[src/rtl/mem_line_arbiter.sv]
// mem_line_arbiter
//
// Purpose
//   Shares one cacheline-granular memory port between the instruction cache
//   (read-only) and the data cache (read/write). Line requests are serialised
//   with one transaction outstanding at a time. On a conflict the default
//   policy is fixed priority, D over I. A saturating starvation counter forces
//   an I win after STARVE_MAX consecutive lost I-side arbitrations.
//
// Build option
//   MEM_ARB_ROUND_ROBIN_EN : when defined, conflicts are resolved round-robin.
//                            The side that did not win the last grant wins.
//                            The starvation counter is held at 0. Single-
//                            requester behaviour and all timing are unchanged.
//
// Handshake (both requester sides and the memory side)
//   Each requester raises its request level (i_read, d_read or d_write) and
//   holds it until its one-cycle x_resp pulse. The arbiter does not resample
//   request inputs while a transaction is in flight. A level still high in the
//   IDLE cycle after resp counts as a new request. On the memory side,
//   mem_read or mem_write is a registered level. It rises one cycle after the
//   winning request and stays up with mem_addr/mem_wdata stable until the
//   one-cycle mem_resp. mem_rdata is passed straight through to the winner in
//   that same cycle. At least one IDLE cycle separates two transactions.
//
// Ports
//   clk, rst           clock, asynchronous active-high reset
//   i_addr, i_read     I-cache miss line address / read request level
//   i_rdata, i_resp    line to I-cache / one-cycle completion pulse
//   d_addr             D-cache line address
//   d_read, d_write    D-cache read / writeback request levels
//   d_wdata            writeback line
//   d_rdata, d_resp    line to D-cache / one-cycle completion pulse
//   mem_addr           registered line address, low 5 bits zero
//   mem_read/mem_write registered strobes, level until mem_resp
//   mem_wdata          registered writeback line
//   mem_rdata/mem_resp line from adapter / one-cycle completion
//   busy               high whenever the FSM is not IDLE
//   dbg_state          current FSM state (0 IDLE, 1 SERVE_I, 2 SERVE_D)
//   dbg_starve_cnt     current starvation counter
//   dbg_last_winner    side of the most recent grant (0 I, 1 D)

module mem_line_arbiter #(
   parameter int ADDR_W     = 32,
   parameter int LINE_W     = 256,
   parameter int STARVE_MAX = 8,
   localparam int CNT_W     = $clog2(STARVE_MAX + 1)
) (
   input  logic              clk,
   input  logic              rst,
   input  logic [ADDR_W-1:0] i_addr,
   input  logic              i_read,
   output logic [LINE_W-1:0] i_rdata,
   output logic              i_resp,
   input  logic [ADDR_W-1:0] d_addr,
   input  logic              d_read,
   input  logic              d_write,
   input  logic [LINE_W-1:0] d_wdata,
   output logic [LINE_W-1:0] d_rdata,
   output logic              d_resp,
   output logic [ADDR_W-1:0] mem_addr,
   output logic              mem_read,
   output logic              mem_write,
   output logic [LINE_W-1:0] mem_wdata,
   input  logic [LINE_W-1:0] mem_rdata,
   input  logic              mem_resp,
   output logic              busy,
   output logic [1:0]        dbg_state,
   output logic [CNT_W-1:0]  dbg_starve_cnt,
   output logic              dbg_last_winner
);

   typedef enum logic [1:0] {
      IDLE    = 2'd0,
      SERVE_I = 2'd1,
      SERVE_D = 2'd2
   } state_t;

   localparam logic             WIN_I      = 1'b0;
   localparam logic             WIN_D      = 1'b1;
   localparam logic [CNT_W-1:0] STARVE_LIM = CNT_W'(STARVE_MAX);

   state_t            state_q;
   state_t            state_d;
   logic [CNT_W-1:0]  starve_cnt;
   logic              last_winner;

   logic              d_req;
   logic              conflict;
   logic              grant_i;
   logic              grant_d;
   logic              resp_now;

   // Line offset bits are dropped on issue; they are intentionally unused.
   logic              unused_offset_bits;
   assign unused_offset_bits = ^{i_addr[4:0], d_addr[4:0]};

   // d_read and d_write together is illegal. It is folded into a write below
   // because d_write alone selects the write path.
   assign d_req    = d_read | d_write;
   assign conflict = (state_q == IDLE) && i_read && d_req;

   // ------------------------------------------------------------------
   // Arbitration (only meaningful in IDLE)
   // ------------------------------------------------------------------
   always_comb begin
      grant_i = 1'b0;
      grant_d = 1'b0;
      if (state_q == IDLE) begin
         if (i_read && d_req) begin
`ifdef MEM_ARB_ROUND_ROBIN_EN
            if (last_winner == WIN_D) grant_i = 1'b1;
            else                      grant_d = 1'b1;
`else
            if (starve_cnt == STARVE_LIM) grant_i = 1'b1;
            else                          grant_d = 1'b1;
`endif
         end else if (i_read) begin
            grant_i = 1'b1;
         end else if (d_req) begin
            grant_d = 1'b1;
         end
      end
   end

   // ------------------------------------------------------------------
   // FSM: state register and next-state logic
   // ------------------------------------------------------------------
   always_ff @(posedge clk or posedge rst) begin
      if (rst) state_q <= IDLE;
      else     state_q <= state_d;
   end

   always_comb begin
      state_d = state_q;
      case (state_q)
         IDLE: begin
            if (grant_d)      state_d = SERVE_D;
            else if (grant_i) state_d = SERVE_I;
         end
         SERVE_I: if (mem_resp) state_d = IDLE;
         SERVE_D: if (mem_resp) state_d = IDLE;
         default: state_d = IDLE;
      endcase
   end

   // A mem_resp that arrives while IDLE is ignored.
   assign resp_now = (state_q != IDLE) && mem_resp;

   // ------------------------------------------------------------------
   // Memory-side registers. They load only on a grant, so they stay stable
   // for the whole SERVE state whatever the requesters do.
   // ------------------------------------------------------------------
   always_ff @(posedge clk or posedge rst) begin
      if (rst) begin
         mem_addr  <= '0;
         mem_read  <= 1'b0;
         mem_write <= 1'b0;
         mem_wdata <= '0;
      end else if (grant_i) begin
         mem_addr  <= {i_addr[ADDR_W-1:5], 5'b0};
         mem_read  <= 1'b1;
         mem_write <= 1'b0;
      end else if (grant_d) begin
         mem_addr <= {d_addr[ADDR_W-1:5], 5'b0};
         if (d_write) begin
            mem_read  <= 1'b0;
            mem_write <= 1'b1;
            mem_wdata <= d_wdata;
         end else begin
            mem_read  <= 1'b1;
            mem_write <= 1'b0;
         end
      end else if (resp_now) begin
         mem_read  <= 1'b0;
         mem_write <= 1'b0;
      end
   end

   // ------------------------------------------------------------------
   // Fairness state
   // ------------------------------------------------------------------
   always_ff @(posedge clk or posedge rst) begin
      if (rst) begin
         starve_cnt <= '0;
      end else begin
`ifdef MEM_ARB_ROUND_ROBIN_EN
         starve_cnt <= '0;
`else
         if (grant_i)
            starve_cnt <= '0;
         else if (conflict && grant_d && (starve_cnt != STARVE_LIM))
            starve_cnt <= starve_cnt + 1'b1;
`endif
      end
   end

   always_ff @(posedge clk or posedge rst) begin
      if (rst)          last_winner <= WIN_I;
      else if (grant_i) last_winner <= WIN_I;
      else if (grant_d) last_winner <= WIN_D;
   end

   // ------------------------------------------------------------------
   // Requester-side outputs: rdata is passed straight through in the resp
   // cycle and forced to zero otherwise.
   // ------------------------------------------------------------------
   assign i_resp  = (state_q == SERVE_I) && mem_resp;
   assign d_resp  = (state_q == SERVE_D) && mem_resp;
   assign i_rdata = i_resp ? mem_rdata : '0;
   assign d_rdata = d_resp ? mem_rdata : '0;

   assign busy            = (state_q != IDLE);
   assign dbg_state       = state_q;
   assign dbg_starve_cnt  = starve_cnt;
   assign dbg_last_winner = last_winner;

endmodule

[config.mk]
export PLATFORM = sky130hd
export DESIGN_NAME = mem_line_arbiter
export DESIGN_NICKNAME = d
export VERILOG_FILES = /design/src/rtl/mem_line_arbiter.sv
export SDC_FILE = /design/constraint.sdc
export NUM_CORES = 1
export LEC_CHECK = 0
export BUFFER_PORTS_ARGS = -buffer_cell sky130_fd_sc_hd__buf_2
export CAP_MARGIN = 20
export CORE_AREA = 2 2 537 539
export DETAILED_ROUTE_END_ITERATION = 12
export DIE_AREA = 0 0 539 541
export GPL_ROUTABILITY_DRIVEN = 0
export PLACE_DENSITY = 0.3
export SKIP_LAST_GASP = 1
export SLEW_MARGIN = 20
export SYNTH_ARGS = -nofsm -noshare
export SYNTH_HDL_FRONTEND = slang
export SYNTH_SLANG_ARGS = --single-unit
[constraint.sdc]
create_clock -name clk -period 24.2 [get_ports clk]
set_input_delay 4.84 -clock clk [delete_from_list [all_inputs] [get_ports clk]]
set_output_delay 4.84 -clock clk [all_outputs]
set_load 0.05 [all_outputs]
# Yosys cells after proc, flatten, opt, wreduce, memory -nomap -nowiden
# Cells that the tools add are included.
[classes]
eq_ne = 6
mux = 28
bitwise_logic = 2
n_addsub = 1
reduce_logical = 16
[ops]
columns = ["operator", "n"]
rows = [
  ["$mux 256", 2],
  ["$mux 32", 2],
  ["$mux 1", 18],
  ["$logic_and 1x1->1", 8],
  ["$mux 4", 2],
  ["$mux 2", 3],
  ["$reduce_bool 2->1", 3],
  ["$add 4x1->4 const B", 1],
  ["$eq 4x4->1 const B", 1],
  ["$ne 4x4->1 const B", 1],
  ["$pmux 2 s2", 1],
  ["$ne 3x3->1 const B", 1],
  ["$reduce_and 3->1", 1],
  ["$reduce_bool 3->1", 1],
  ["$eq 2x1->1 const B", 1],
  ["$eq 2x2->1 const B", 1],
  ["$logic_not 2->1", 1],
  ["$ne 2x1->1 const B", 1],
  ["$reduce_and 2->1", 1],
  ["$reduce_or 2->1", 1],
  ["$not 1->1", 1],
  ["$or 1x1->1", 1],
]
[word_totals]
input_bits = 582
reg_bits = 297
output_inout_bits = 812
word_cells = 60

# Longest topological paths before layout
# Gate-level depths: netlist of the first run.
[depth]
depth_word = 9
mapped_depth = 9
mapped_depth_nobuf = 6

# Least setup slack after synthesis of the first run
# No wires, ideal clock.
[synth_path]
path_kind = "input port to output port"
startpoint = "in mem_resp"
endpoint = "out i_rdata[100]"
arrival_ns = 6.051
path_buffers = 3
t_required_ns = 19.360
slack_ns = 13.309
stages = 4
path_cell_list = "clkbuf_1 clkbuf_1 clkbuf_1 and3_1"
[synth_between]
elab_chain_len = 2
[synth_rtl]
columns = ["item", "line_no", "text"]
rows = [
  ["start: declaration", "66", "input logic mem_resp,"],
  ["$logic_and 1x1->1", "208", "assign i_resp = (state_q == SERVE_I) && mem_resp;"],
  ["$mux 256", "210", "assign i_rdata = i_resp ? mem_rdata : '0;"],
  ["end: declaration", "53", "output logic [LINE_W-1:0] i_rdata,"],
]
# No other way between the ends.

# Final worst setup path of the first run
[layout_path]
startpoint = "in mem_resp"
endpoint = "out i_rdata[50]"
# Same word-level chain as after synthesis.

==> results of run 1 <==
-- synth_stat cells, types with 2 or more instances --
cell and number:
and3_1 512, dfrtp_1 292, mux2_4 200, clkbuf_1 116
nand2_1 63, mux2_1 29, nor2_1 29, a31oi_1 27
mux2_2 27, buf_12 22, buf_2 9, buf_4 7
o21ai_0 7, inv_1 6, ha_1 5, buf_6 4
a21oi_1 3, and2_1 3, a21oi_4 2, nor2b_1 2
o22ai_1 2
-- where the power goes --
group | switching, mW | leakage, nW | internal (mW)
registers | 0.140 | 3.41 | 0.741
logic | 1.92 | 11.4 | 0.697
clock network | 0.257 | 0.674 | 0.365
-- routing by layer --
layer	GRT usage	vias up
met1	0.112	8706
met3	0.0339	328
met2	0.153	1407
li1	-	7535
met5	0	-
met4	0.0451	20
-- worst paths after layout --
path                                   to
max                           i_rdata[50]
max in group asynchronous   mem_wdata[83]
min reg2reg                 mem_wdata[64]
min                         mem_wdata[64]
max reg2reg                 mem_wdata[55]
min in group asynchronous  mem_wdata[181]
-- kinds of logic (layout without fill, tap and decap cells) --
kind of cell | count (synthesis) | count (layout) | synth area share
compound gates | 46 | 46 | 0.0190
fa+ha+maj | 5 | 5 | 0.00391
buf+inv | 165 | 1475 | 0.0654
flops | 292 | 292 | 0.457
mux | 256 | 256 | 0.227
other cells | 1 | 50 | 0.000235
simple gates | 616 | 616 | 0.227
-- critical path: cells and delay by family --
kind / cells / cell delay [ps]
AND/OR/NAND/NOR: 1 / 440
buffers and inverters: 4 / 2280
-- sequential cells by signal, summed over array words and instances (netlist names) --
| name | cells |
|---|---|
| mem_wdata | 256 |
| mem_addr | 27 |
| dbg_starve_cnt | 4 |
| dbg_state | 2 |
| dbg_last_winner | 1 |
| mem_read | 1 |
| mem_write | 1 |
-- stage by stage --
step / cell area [um2] / std cells / setup WS [ps]
detailed placement: 26800 / 6404 / 11410
CTS: 28200 / 6476 / 11390
global placement: 26800 / 6404 / 11490
finish: 28300 / 6521 / 11550
floorplan: 16000 / 1385 / 11300
global route: 28200 / 6497 / 11360
-- cell type report --
type                       instances  share of cell area
multi-input combinational        928               0.272
sequential                       292               0.258
timing repair buffer            1397               0.250
tap                             3781               0.167
clock buffer                      55              0.0402
clock inverter                    17             0.00809
antenna                           45             0.00398
inverter                           6             0.00106
==> flow_summary_export.csv, run 1 <==
group,metric,value,unit
status,status,"complete, no violations",
die,start_util,0.0558,
grt,grt_pass1_wl,184000,um
worst_hold_path,hold_start,"mem_wdata[64]",
logic_synthesis,synth-edff-count,0,
power,total_power,4.12,mW
clock_network,cts_setup_buffers,0,
worst_setup_path,cpMaxStageDelayCell,"buf_4",
worst_setup_path,cp.arrival,7810,ps
clock_network,cts_buffers,39,
power,power_density,146,nW/um2
final_layout,fillers,33400,
final_layout,final_cell_mix,"1,377 x buf_2, 512 x and3_1, 292 x dfrtp_1",
sta,grt_setup_unrepaired,"false",
placed_design,numPortBuffers,1378,
drt,top_layer,"met5",
drt,drt_iter0_drc,1235,
worst_setup_path,r2r_start,"dbg_state[0]",
drt,wl_met1,56600,um
grt,antenna_found_initial,167,
grt,grt-ovfl-total,0,
worst_setup_path,start_kind,"primary input",
placed_design,post-dp-hpwl,127000,um
sta,fin_setup_tns,0,ps
grt,grt_max_degree,157,
clock_network,clock_tree.root_cell,"clkbuf_16",
grt,grt_pass1_vias,17500,
final_layout,fin_util,0.0988,
sta,setup_violations,0,
drt,dr.pass1.iters,8,
sta,maxSlewViolCount,0,
final_layout,nets,3251,
drt,wl,146000,um
drt,met2_length,65900,um
clock_network,cts_hold_buf,0,
sta,fmax,79.1,MHz
die,die_h,541,um
sta,min_period_over_period,0.523,
logic_synthesis,synth_area_per_cell,11.6,um2
worst_setup_path,path_cells,"buf_8, buf_4, buf_6, and3_1, buf_2",
clock_network,numClockSinks,292,
sta,period_minus_slack,12650,ps
drt,via_per_inst,2.76,
worst_setup_path,max_stage_delay,820,ps
sta,hold_viol_final,0,
logic_synthesis,synth.largest_area_cell,"dfrtp_1",
sta,fin_skew,29.0,ps
worst_hold_path,hp-class,"flop to flop",
logic_synthesis,yosysSeqAreaShare,0.457,
logic_synthesis,yosysUniqueCellTypes,35,
worst_setup_path,worstPathRequired,19360,ps
logic_synthesis,synth_async_sr_flop_share,1.00,
die,coreArea,286000,um2
sta,holdWs,480,ps
die,pin_count,1394,
grt,track_usage,0.0951,
logic_synthesis,synth_top_area_share,0.457,
worst_hold_path,holdPathStages,1,
logic_synthesis,ys_top_cells_by_area,"dfrtp_1 46%, and3_1 20%, mux2_4 19%, buf_12 2.8%, clkbuf_1 2.7%",
clock_network,cts_max_path_buffers,3,
final_layout,area_growth,77.0,%
drt,drc,0,
drt,via_count,18000,
logic_synthesis,ys_ff_latch,292,
final_layout,multi_input_area,7680,um2
die,die-area,292000,um2
sta,max_slew_margin,0.306,
final_layout,layout_commonest_cell,"buf_2",
drt,antenna_left,0,
power,p_leak,15.4,nW
die,die_w,539,um
worst_setup_path,cp-startpoint,"mem_resp",
sta,worst_slew_pin_slew,1040,ps
logic_synthesis,synth-main-ff-cell,"dfrtp_1",
worst_setup_path,path_max_fanout,156,
final_layout,drive_above_1_share,0.630,
clock_network,tritoncts,"yes",
die,std_cell_rows,197,
logic_synthesis,syn_area,16000,um2
power,ir_worst_vdd,0.0597,mV
clock_network,h-tree-depth,2,
final_layout,regArea,7310,um2
job,drv_cap,0,
worst_setup_path,crit_path_end_kind,"output pin",
worst_setup_path,r2r_cells,9,
clock_network,cts_resized,0,
logic_synthesis,syn_inst,1381,
worst_setup_path,crit_type,"primary input to output pin",
logic_synthesis,ys_warn_count,0,
drt,detail_route.wl_per_cell,22.4,um
worst_setup_path,reg2reg_slack,18990,ps
clock_network,clk_latency,620,ps
clock_network,clkSlewWorstSetupHoldPaths,60,ps
drt,wl_met3,15700,um
Power figures use the tool's default switching activity.
==> run 2: changes to the inputs <==
--- a/config.mk
+++ b/config.mk
@@ -5,11 +5,12 @@
 export SDC_FILE = /design/constraint.sdc
 export NUM_CORES = 1
 export LEC_CHECK = 0
+export ABC_AREA = 1
 export BUFFER_PORTS_ARGS = -buffer_cell sky130_fd_sc_hd__buf_2
 export CAP_MARGIN = 20
-export CORE_AREA = 2 2 537 539
+export CORE_AREA = 2 2 543 545
 export DETAILED_ROUTE_END_ITERATION = 12
-export DIE_AREA = 0 0 539 541
+export DIE_AREA = 0 0 545 547
 export GPL_ROUTABILITY_DRIVEN = 0
 export PLACE_DENSITY = 0.3
 export SKIP_LAST_GASP = 1
==> constraint.sdc (replaced) <==
create_clock -name clk -period 13.28 [get_ports clk]
set_input_delay 2.656 -clock clk [delete_from_list [all_inputs] [get_ports clk]]
set_output_delay 2.656 -clock clk [all_outputs]
set_load 0.05 [all_outputs]
==> flow_summary_export.csv, run 2 <==
group,metric,value,unit
logic_synthesis,yosysSeqAreaShare,0.492,
worst_hold_path,holdPathStages,2,
sta,worst_slew_pin_slew,969,ps
logic_synthesis,synth_area_per_cell,6.71,um2
job,drv_cap,0,
logic_synthesis,synth.largest_area_cell,"dfrtp_1",
power,p_comb_frac,0.620,
sta,fin_skew,19.3,ps
die,die_h,547,um
clock_network,clock_tree.root_cell,"clkbuf_16",
logic_synthesis,syn_area,14800,um2
final_layout,final_cell_mix,"1,378 x buf_2, 866 x nand2_1, 516 x nor2_1",
grt,grt_pass1_wl,211000,um
die,start_util,0.0507,
clock_network,numClockSinks,292,
sta,period_minus_slack,7750,ps
worst_setup_path,reg2reg_slack,9690,ps
sta,maxSlewViolCount,0,
worst_setup_path,cp_common_cell,"buf_2",
grt,track_usage,0.110,
final_layout,nets,4114,
worst_setup_path,crit_type,"primary input to output pin",
clock_network,cts_buffers,43,
clock_network,tritoncts,"yes",
sta,max_slew_margin,0.354,
sta,grt_setup_unrepaired,"false",
final_layout,area_growth,88.0,%
final_layout,drive_above_1_share,0.415,
final_layout,largest_register_ffs,256,
worst_hold_path,min_to,"mem_wdata[175]",
final_layout,regMostFlops,"mem_wdata",
final_layout,layout_commonest_cell,"buf_2",
worst_hold_path,hp-class,"flop to flop",
drt,wl,173000,um
logic_synthesis,synth-main-ff-cell,"dfrtp_1",
sta,hold_viol_final,0,
clock_network,cts_max_path_buffers,3,
sta,min_period_over_period,0.584,
clock_network,clk_latency,620,ps
final_layout,regArea,7310,um2
worst_setup_path,max_stage_delay,680,ps
worst_setup_path,cp.arrival,5100,ps
worst_setup_path,path_cells,"buf_2, nand2_4, buf_4, buf_12, nor2_1, buf_2",
placed_design,post-dp-hpwl,152000,um
placed_design,numPortBuffers,1378,
clock_network,cts_hold_buf,0,
clock_network,h-tree-depth,2,
sta,setup_violations,0,
logic_synthesis,synth_most_common_cell,"nand2_1",
logic_synthesis,syn_inst,2211,
worst_setup_path,path_max_fanout,135,
final_layout,multi_input_area,5690,um2
power,power_density,271,nW/um2
power,clkPwrFrac,0.173,
die,pin_count,1394,
drt,dr.pass1.iters,5,
power,p_seq_frac,0.208,
logic_synthesis,ys_top_cells_by_area,"dfrtp_1 49%, nand2_1 22%, nor2_1 13%, inv_1 8.2%, nand3_1 2.0%",
logic_synthesis,synth-edff-count,0,
worst_setup_path,start_kind,"primary input",
power,swShare,0.621,
worst_setup_path,r2r_start,"dbg_starve_cnt[0]",
drt,met2_length,82600,um
drt,wl_met3,26300,um
final_layout,final_cell_count_no_fill,7525,
drt,via_per_inst,2.67,
grt,grt_pass1_vias,19600,
logic_synthesis,ys_warn_count,0,
worst_setup_path,crit_path_end_kind,"output pin",
sta,fin_setup_tns,0,ps
worst_setup_path,worstPathRequired,10620,ps
clock_network,cts_resized,0,
worst_setup_path,r2r_cells,9,
logic_synthesis,synth_async_sr_flop_share,1.00,
logic_synthesis,yosysUniqueCellTypes,23,
clock_network,clkSlewWorstSetupHoldPaths,50,ps
status,status,"complete, no violations",
drt,detail_route.wl_per_cell,22.9,um
power,switching_power,4.70,mW
clock_network,cts_setup_buffers,0,
grt,grt_max_degree,144,
worst_setup_path,r2r_end,"mem_wdata[136]",
drt,via_count,20100,
drt,top_layer,"met5",
die,std_cell_rows,199,
die,die-area,298000,um2
final_layout,fillers,34600,
drt,antenna_left,0,
die,coreArea,293000,um2
worst_hold_path,hold_start,"mem_wdata[175]",
power,p_leak,16.4,nW
drt,drt_iter0_drc,1463,
sta,fmax,129,MHz
grt,antenna_found_initial,149,
grt,grt-ovfl-total,0,
power,ir_worst_vdd,0.119,mV
logic_synthesis,synth_common_cells,"869 x nand2_1, 516 x nor2_1, 323 x inv_1",
power,p_int,2.87,mW
worst_setup_path,cpMaxStageDelayCell,"buf_4",
logic_synthesis,ys_ff_latch,292,
placed_design,placedCellCount,7401,
logic_synthesis,synth_top_area_share,0.492,
drt,wl_met1,57700,um
die,die_w,545,um
drt,drc,0,
run 2: changes by cell type in the layout (fill, tap and decap cells not counted), moves of 57 or more:
cell,previous run,this run
nand2_1,63,866
nand3_1,1,58
mux2_4,200,0
inv_1,5,322
and3_1,512,0
nor2_1,29,516
run 2: metal layers:
metal / vias to the layer above / track usage
met5: - / 0
met4: 18 / 0.0357
met3: 298 / 0.0668
met1: 9417 / 0.108
met2: 1359 / 0.190
li1: 9001 / -
run 2: per-stage QoR:
stage	setup WS (ps)	area (um2)	hold slack, ps	total power [mW]	utilization
detailed placement	5650	26200	461	6.36	0.0896
finish	5530	27900	470	7.57	0.0953
floorplan	2560	14900	751	4.54	-
global placement	5680	26200	455	6.38	0.0896
global route	5550	27900	495	8.06	0.0952
CTS	5650	27800	476	7.75	0.0949
run 2: area by class of cell:
class                   instances  share of cell area
clock inverters                22              0.0144
well taps                    3919               0.176
multi-input cells            1467               0.204
clock buffers                  57              0.0419
diodes                         45             0.00404
repair buffers               1398               0.254
inverters                     325              0.0440
flip-flops and latches        292               0.262
run 2: kinds of logic after synthesis:
family          share of synthesized area
other cells                      0.000253
xor+xnor                         0.000590
compound gates                    0.00295
flops                               0.492
fa+ha+maj                         0.00422
buf+inv                             0.126
simple gates                        0.373
run 2: worst max-delay path, delay by kind of cell:
kind | cells | cell delay [ps]
buf+inv | 4 | 1560
simple gates | 2 | 500
run 2: how the worst max path moves through the flow:
stage               slack, ps  cells after the start         endpoint  startpoint
finish                   5530                      6      d_rdata[79]    mem_resp
global route             5550                      6      d_rdata[79]    mem_resp
CTS                      5650                      6      d_rdata[79]    mem_resp
detailed placement       5650                      6      d_rdata[79]    mem_resp
global placement         5680                      6      d_rdata[79]    mem_resp
floorplan                2560                      1  dbg_last_winner         rst
run 2: power groups by stage:
stage | logic [mW] | clock network (mW) | registers [mW]
floorplan | 1.53 | 0 | 3.01
global placement | 4.81 | 0 | 1.57
detailed placement | 4.79 | 0 | 1.57
CTS | 4.80 | 1.37 | 1.57
global route | 5.03 | 1.40 | 1.63
finish | 4.69 | 1.31 | 1.57
